**config.mk**
```make
export PLATFORM = sky130hd
export DESIGN_NAME = stream_sum_consumer
export DESIGN_NICKNAME = d
export VERILOG_FILES = /design/src/rtl/stream_sum_consumer.sv
export SDC_FILE = /design/constraint.sdc
export NUM_CORES = 1
export LEC_CHECK = 0
export CAP_MARGIN = 25
export CORE_UTILIZATION = 50
export CTS_CLUSTER_SIZE = 25
export DETAILED_ROUTE_END_ITERATION = 16
export GPL_ROUTABILITY_DRIVEN = 1
export GPL_TIMING_DRIVEN = 0
export PLACE_DENSITY = 0.75
export REMOVE_ABC_BUFFERS = 1
export SLEW_MARGIN = 25
export SYNTH_ARGS = -nofsm -noshare
export SYNTH_HDL_FRONTEND = slang
export SYNTH_SLANG_ARGS = --single-unit
```
**constraint.sdc**
```tcl
create_clock -name __clock -period 19.02 [get_ports __clock]
set_input_delay 2.853 -clock __clock [delete_from_list [all_inputs] [get_ports __clock]]
set_output_delay 2.853 -clock __clock [all_outputs]
set_load 0.02 [all_outputs]
```
**src/rtl/stream_sum_consumer.sv**
```systemverilog
// Launches an upstream generator with limit n, drains its stream, and returns (sum, count, max) then a done beat.
// up_start one cycle after __start; one upstream beat per cycle; result holds until __ready. STREAM_SUM_CONSUMER_SAT_EN enables saturation and __overflow.
module stream_sum_consumer #(
    parameter int WIDTH     = 32,
    parameter int SUM_WIDTH = 48,
    parameter int CNT_WIDTH = 16
) (
    input  logic                 __clock,
    input  logic                 __reset,
    input  logic                 __start,
    input  logic [WIDTH-1:0]     n,
    output logic                 up_start,
    output logic [WIDTH-1:0]     up_n,
    output logic                 up_ready,
    input  logic                 up_valid,
    input  logic                 up_done,
    input  logic [WIDTH-1:0]     up_data,
    input  logic                 __ready,
    output logic                 __valid,
    output logic                 __done,
    output logic [SUM_WIDTH-1:0] __output_0,
    output logic [CNT_WIDTH-1:0] __output_1,
    output logic [WIDTH-1:0]     __output_2
`ifdef STREAM_SUM_CONSUMER_SAT_EN
    ,
    output logic                 __overflow
`endif
);

    typedef enum logic [2:0] {
        IDLE,
        LAUNCH,
        CONSUME,
        RESULT,
        FINISH
    } state_t;

    localparam logic signed [WIDTH-1:0] MAX_INIT = {1'b1, {(WIDTH-1){1'b0}}};

    state_t                      state;
    logic signed [SUM_WIDTH-1:0] sum;
    logic [CNT_WIDTH-1:0]        cnt;
    logic signed [WIDTH-1:0]     mx;

    logic                        beat;
    logic signed [SUM_WIDTH-1:0] data_ext;
    logic signed [SUM_WIDTH-1:0] sum_wrap;
    logic signed [SUM_WIDTH-1:0] sum_next;
    logic [CNT_WIDTH-1:0]        cnt_next;
    logic signed [WIDTH-1:0]     mx_next;

    assign beat     = (state == CONSUME) && up_valid && up_ready;
    assign data_ext = SUM_WIDTH'($signed(up_data));
    assign sum_wrap = sum + data_ext;
    assign mx_next  = ($signed(up_data) > mx) ? $signed(up_data) : mx;

`ifdef STREAM_SUM_CONSUMER_SAT_EN
    localparam logic signed [SUM_WIDTH-1:0] SUM_MAX = {1'b0, {(SUM_WIDTH-1){1'b1}}};
    localparam logic signed [SUM_WIDTH-1:0] SUM_MIN = {1'b1, {(SUM_WIDTH-1){1'b0}}};

    logic sum_ovf;
    logic cnt_full;
    logic ovf_run;

    // Signed overflow: both addends share a sign that the wrapped result lost.
    assign sum_ovf  = (sum[SUM_WIDTH-1] == data_ext[SUM_WIDTH-1]) &&
                      (sum_wrap[SUM_WIDTH-1] != sum[SUM_WIDTH-1]);
    assign cnt_full = &cnt;
    assign sum_next = sum_ovf ? (sum[SUM_WIDTH-1] ? SUM_MIN : SUM_MAX) : sum_wrap;
    assign cnt_next = cnt_full ? cnt : cnt + 1'b1;
`else
    assign sum_next = sum_wrap;
    assign cnt_next = cnt + 1'b1;
`endif

    always_ff @(posedge __clock or posedge __reset) begin
        if (__reset) begin
            state      <= IDLE;
            up_start   <= 1'b0;
            up_ready   <= 1'b0;
            up_n       <= '0;
            __valid    <= 1'b0;
            __done     <= 1'b0;
            __output_0 <= '0;
            __output_1 <= '0;
            __output_2 <= '0;
            sum        <= '0;
            cnt        <= '0;
            mx         <= '0;
`ifdef STREAM_SUM_CONSUMER_SAT_EN
            ovf_run    <= 1'b0;
            __overflow <= 1'b0;
`endif
        end else if (__start) begin
            // Restart from any state; the pulse itself comes out of LAUNCH.
            state      <= LAUNCH;
            up_start   <= 1'b1;
            up_ready   <= 1'b0;
            up_n       <= n;
            __valid    <= 1'b0;
            __done     <= 1'b0;
            sum        <= '0;
            cnt        <= '0;
            mx         <= MAX_INIT;
`ifdef STREAM_SUM_CONSUMER_SAT_EN
            ovf_run    <= 1'b0;
            __overflow <= 1'b0;
`endif
        end else begin
            case (state)
                LAUNCH: begin
                    up_start <= 1'b0;
                    up_ready <= 1'b1;
                    state    <= CONSUME;
                end
                CONSUME: begin
                    if (beat) begin
                        if (up_done) begin
                            __output_0 <= sum;
                            __output_1 <= cnt;
                            __output_2 <= mx;
                            __valid    <= 1'b1;
                            up_ready   <= 1'b0;
                            state      <= RESULT;
`ifdef STREAM_SUM_CONSUMER_SAT_EN
                            __overflow <= ovf_run;
`endif
                        end else begin
                            sum <= sum_next;
                            cnt <= cnt_next;
                            mx  <= mx_next;
`ifdef STREAM_SUM_CONSUMER_SAT_EN
                            if (sum_ovf || cnt_full) begin
                                ovf_run <= 1'b1;
                            end
`endif
                        end
                    end
                end
                RESULT: begin
                    if (__ready) begin
                        __done <= 1'b1;
                        state  <= FINISH;
                    end
                end
                FINISH: begin
                    if (__ready) begin
                        __valid <= 1'b0;
                        __done  <= 1'b0;
                        state   <= IDLE;
                    end
                end
                default: begin
                    up_start <= 1'b0;
                    up_ready <= 1'b0;
                    state    <= IDLE;
                end
            endcase
        end
    end

endmodule

```
### Word-level counts from Yosys, hierarchy flattened

Index checks and enable logic that the tools add are counted.

| word-level totals | value |
|---|---|
| register bits after elaboration | 231 |
| bits in latches | 0 |
| bits in writable memories | 0 |
| ROM bits | 0 |
| input bits | 70 |
| output and inout port bits | 132 |
| logic and storage cells | 76 |
| memories | 0 |

| cells by class | value |
|---|---|
| $add $sub $neg | 2 |
| $mul | 0 |
| div/mod/pow operators | 0 |
| order comparisons | 1 |
| equal/unequal tests | 11 |
| shift operators | 0 |
| multiplexer cells | 33 |
| bitwise operators | 1 |
| reduce and logical (&&, ||, !) cells | 16 |

Operators by type and width:

| kind | number |
|---|---|
| $mux 48 | 4 |
| $mux 32 | 5 |
| $mux 16 | 4 |
| $add 48x32->48 | 1 |
| $gt 32x32->1 | 1 |
| $add 16x1->16 const B | 1 |
| $reduce_and 4->1 | 4 |
| $mux 3 | 5 |
| $ne 3x3->1 const B | 4 |
| $pmux 3 s4 | 1 |
| $mux 1 | 11 |
| $reduce_and 3->1 | 3 |
| $eq 3x2->1 const B | 2 |
| $reduce_bool 2->1 | 3 |
| $reduce_bool 3->1 | 2 |
| $ne 2x1->1 const B | 2 |
| $pmux 1 s2 | 2 |
| $eq 3x1->1 const B | 1 |
| $eq 3x3->1 const B | 1 |
| $pmux 1 s3 | 1 |
| $reduce_or 3->1 | 1 |
| $logic_and 1x1->1 | 2 |
| $ne 2x2->1 const B | 1 |
| $reduce_or 2->1 | 1 |
| $not 1->1 | 1 |

### Logic depth before layout (Yosys ltp)

| depth | value |
|---|---|
| word-level depth | 6 |
| depth in mapped cells | 12 |
| mapped depth without buffers | 12 |

### Worst setup path before layout

Ideal clock, no wire load.

| path | value |
|---|---|
| path type | input port to flip-flop |
| start | input port up_data[0] |
| end | register sum[44] |
| library setup time | 0.133 ns |
| data arrival time | 5.246 ns |
| required time | 18.887 ns |
| slack | 13.641 ns |
| cell stages on the path | 12 |
| path buffers | 0 |
| cells stage by stage | ha_1 -> inv_1 -> fa_1 -> and2b_1 -> o2111ai_1 -> a2111oi_4 -> nor3_2 -> o221ai_4 -> a21oi_4 -> o31ai_2 -> mux2i_1 -> o21ai_1 |

| between the ends | value |
|---|---|
| longest elaborated chain between the ends | 5 |

Ends and longest elaborated chain:

| item | line | source |
|---|---|---|
| start: declaration | 17 | `input logic [WIDTH-1:0] up_data,` |
| $add 48x32->48 | 54 | `assign sum_wrap = sum + data_ext;` |
| $mux 48 | 118 | `if (up_done) begin` |
| $mux 48 | 117 | `if (beat) begin` |
| $mux 48 | 110 | `case (state)` |
| $mux 48 | 94 | `end else if (__start) begin` |
| end signal: assignment | 129 | `sum <= sum_next;` |
| end: declaration | 41 | `logic signed [SUM_WIDTH-1:0] sum;` |

No other way between the ends. The select of a mux whose other input is x is not followed.
A chain may end at the register's enable or synchronous reset.

### Final worst setup path

| path | value |
|---|---|
| start | input port up_data[31] |
| end | register mx[7] |

| between the ends | value |
|---|---|
| longest elaborated chain between the ends | 3 |

Ends and longest elaborated chain:

| item | line | source |
|---|---|---|
| $gt 32x32->1 | 55 | `assign mx_next = ($signed(up_data) > mx) ? $signed(up_data) : mx;` |
| $reduce_bool 2->1 (no source line) | n/a |  |
| $reduce_and 4->1 (no source line) | n/a |  |
| end signal: assignment | 131 | `mx <= mx_next;` |
| end: declaration | 43 | `logic signed [WIDTH-1:0] mx;` |

No other way between the ends.

==> impl_metrics.json <==
{
  "outcome": "completed",
  "r2r_slack_ps": 15570,
  "placed_cells": 1727,
  "reg2reg_to": "mx[7]",
  "crit_family": "buffers and inverters",
  "post-dp-hpwl_mm": 22.37,
  "die_h_um": 163.4,
  "crit_buf_inv": 3,
  "design_area_um2": 16290,
  "seq_area_frac_synth": 0.4439,
  "grt_antenna_before_repair": 0,
  "place_ws_ps": 11860,
  "slew-limit-headroom": 0.3208,
  "fmax_mhz": 150.9,
  "clk_pin_slew_worst_paths_ps": 60,
  "post-cts-setup-buffer-count": 0,
  "reg2reg_depth": 10,
  "overflow": 0,
  "p_leak_nw": 7.233,
  "crit_path_cell_trace": "clkdlybuf4s50_1 -> ha_1 -> nand4_1 -> o21ai_0 -> a21oi_1 -> and3_4 -> a2111oi_4 -> buf_6 -> buf_4 -> mux2i_1",
  "vdd_ir_drop_max_mv": 0.07969,
  "final_common_cell": "dfrtp_1",
  "critPathMaxFanout": 24,
  "synth_cells": 1245,
  "hold_class": "reg2reg",
  "start_kind": "input pin",
  "finalHoldViolations": 0,
  "num-nets-final": 1576,
  "min_path_cells": 1,
  "cts_hold_buffers": 0,
  "instances_no_fill": 1773,
  "critPathRequiredTime_ps": 19470,
  "cts_buffer_depth": 3,
  "yosys.cell_types.count": 71,
  "whs_ps": 477.5,
  "ios": 202,
  "tns_ps": 0,
  "wirelength_mm": 30.54,
  "grt_max_degree": 94,
  "cts_root_buf": "clkbuf_16",
  "min_to": "up_start",
  "diodes": 0,
  "rsz0062_at_grt": "no",
  "worst_slew_pin_slew_ps": 1016,
  "power_density_nw_per_um2": 67.89,
  "grtUsageTotal": 0.2350,
  "cts_max_level": 1,
  "drv_slew": 0,
  "area_growth_syn_to_layout_pct": 25.06,
  "synth-seq-cells": 231,
  "cts_buffers": 26,
  "async_flop_share": 1.000,
  "fin_util": 0.6412,
  "period_needed_ps": 6626,
  "setup_viol": 0,
  "finalWorstSetupSlack_ps": 12390,
  "drc": 0,
  "ant_nets": 0,
  "avgSynthCellArea_um2": 10.46,
  "core-area_um2": 25400,
  "synth_edf_count": 0,
  "clock_sinks": 231,
  "core.rowCount": 58,
  "detail_route.wl_per_cell_um": 17.23,
  "yosysWarnings": 0,
  "path_class": "in2reg",
  "layout-drive-gt1-share": 0.1428,
  "final.period_utilization": 0.3484,
  "clock_latency_ps": 530,
  "total_power_mw": 1.106,
  "gp_congestion": 0.8968,
  "cts_resized": 0,
  "drtPass1Iterations": 5,
  "ys.flop_type": "dfrtp_1",
  "io_buffers": 201,
  "die_w_um": 163.4,
  "r2r_start": "mx[31]",
  "cap_violations": 0,
  "cpMaxStageDelayCell": "clkdlybuf4s50_1",
  "cts_tree": "yes",
  "drt_iter0_markers": 490,
  "endpoint_kind": "flip-flop",
  "nFillCells": 2057,
  "die-area_um2": 26690,
  "routed_via_density": 5.534,
  "synth_area_um2": 13020,
  "start_util": 0.5127,
  "grt_pass1_wl_mm": 50.66,
  "num_vias": 9811,
  "cp_slowest_stage_delay_ps": 950,
  "min_from": "up_start",
  "cp.arrival_ps": 7070,
  "place_area_um2": 15480,
  "final_cell_mix": "dfrtp_1, clkdlybuf4s50_1, mux2_2, nand2_1, a21oi_1",
  "skew_ps": 9.576,
  "grt_pass1_vias": 9972
}
## cell families (layout without fill, tap and decap cells)
family	count (synthesis)	after routing	synth area share
xor gates and xnor gates	50	50	0.03363
muxes	163	163	0.1376
adders and majority gates	81	81	0.07840
and+or+nand+nor	348	348	0.1353
DFF	231	231	0.4439
buffers and inverters	117	315	0.03651
AOI/OAI and AO/OA	255	255	0.1347
## worst max path at each step
stage	startpoint	end	slack, ps	depth (start not counted)
floorplan	__reset	__done	9830	1
global placement	__start	__output_0[32]	980	3
detailed placement	up_data[31]	mx[5]	11860	10
CTS	up_data[31]	mx[7]	12410	10
global route	up_data[31]	mx[7]	12120	10
finish	up_data[31]	mx[7]	12390	10
## worst reg2reg max path, delay by kind of cell, from the launching register on
family | cells | cell delay, ps
AOI/OAI and AO/OA | 3 | 1340
adders and majority gates | 1 | 410
buffers and inverters | 3 | 510
DFF | 1 | 370
muxes | 1 | 210
and+or+nand+nor | 2 | 540
## flip-flops by register name (all words and copies together) (netlist names)
signal      flops
__done          1
sum            48
__output_0     48
__output_1     16
up_n           32
up_start        1
__output_2     32
__valid         1
up_ready        1
mx             32
state           3
cnt            16
## power by group
group / switching [mW] / internal [mW] / leakage (nW)
registers: 0.00615 / 0.501 / 3.14
logic: 0.0651 / 0.0548 / 3.70
clock network: 0.197 / 0.282 / 0.389
total: 0.268 / 0.838 / 7.23
## routing by layer
layer / routed length [µm] / GRT usage
met1: 14150 / 0.3251
met5: 0 / 0
met2: 14130 / 0.3790
met4: 422 / 0.04928
met3: 1844 / 0.04926
## synth_stat cells, types with 6 or more instances
cell type / number / area [µm²]
a21o_1: 39 / 292.8
nand4_1: 19 / 118.9
buf_2: 11 / 55.05
ha_1: 80 / 1001
or3_1: 6 / 37.54
a211oi_1: 9 / 67.56
xnor2_1: 28 / 245.2
o21a_1: 9 / 67.56
o21ai_1: 22 / 110.1
nand2b_1: 66 / 412.9
nor2_1: 71 / 266.5
o21bai_1: 11 / 82.58
clkbuf_1: 46 / 172.7
dfrtp_1: 231 / 5781
mux2i_1: 35 / 350.3
nor3_1: 8 / 40.04
nor2b_1: 8 / 50.05
and3_1: 10 / 62.56
nand3_1: 25 / 125.1
inv_1: 52 / 195.2
a21oi_1: 97 / 485.5
o21ai_0: 20 / 100.1
nand2_1: 102 / 382.9
mux2_2: 128 / 1441
xor2_1: 22 / 192.7
## final cells by class
type / instances / area, µm² / area share
Clock buffer: 42 / 752.0 / 0.04617
Clock inverter: 4 / 48.80 / 0.002996
Inverter: 52 / 202.7 / 0.01245
Multi-Input combinational cell: 897 / 6788 / 0.4168
Sequential cell: 231 / 5781 / 0.3549
Tap cell: 330 / 412.9 / 0.02535
Timing Repair Buffer: 217 / 2301 / 0.1413
(Power assumes the default switching activity.)
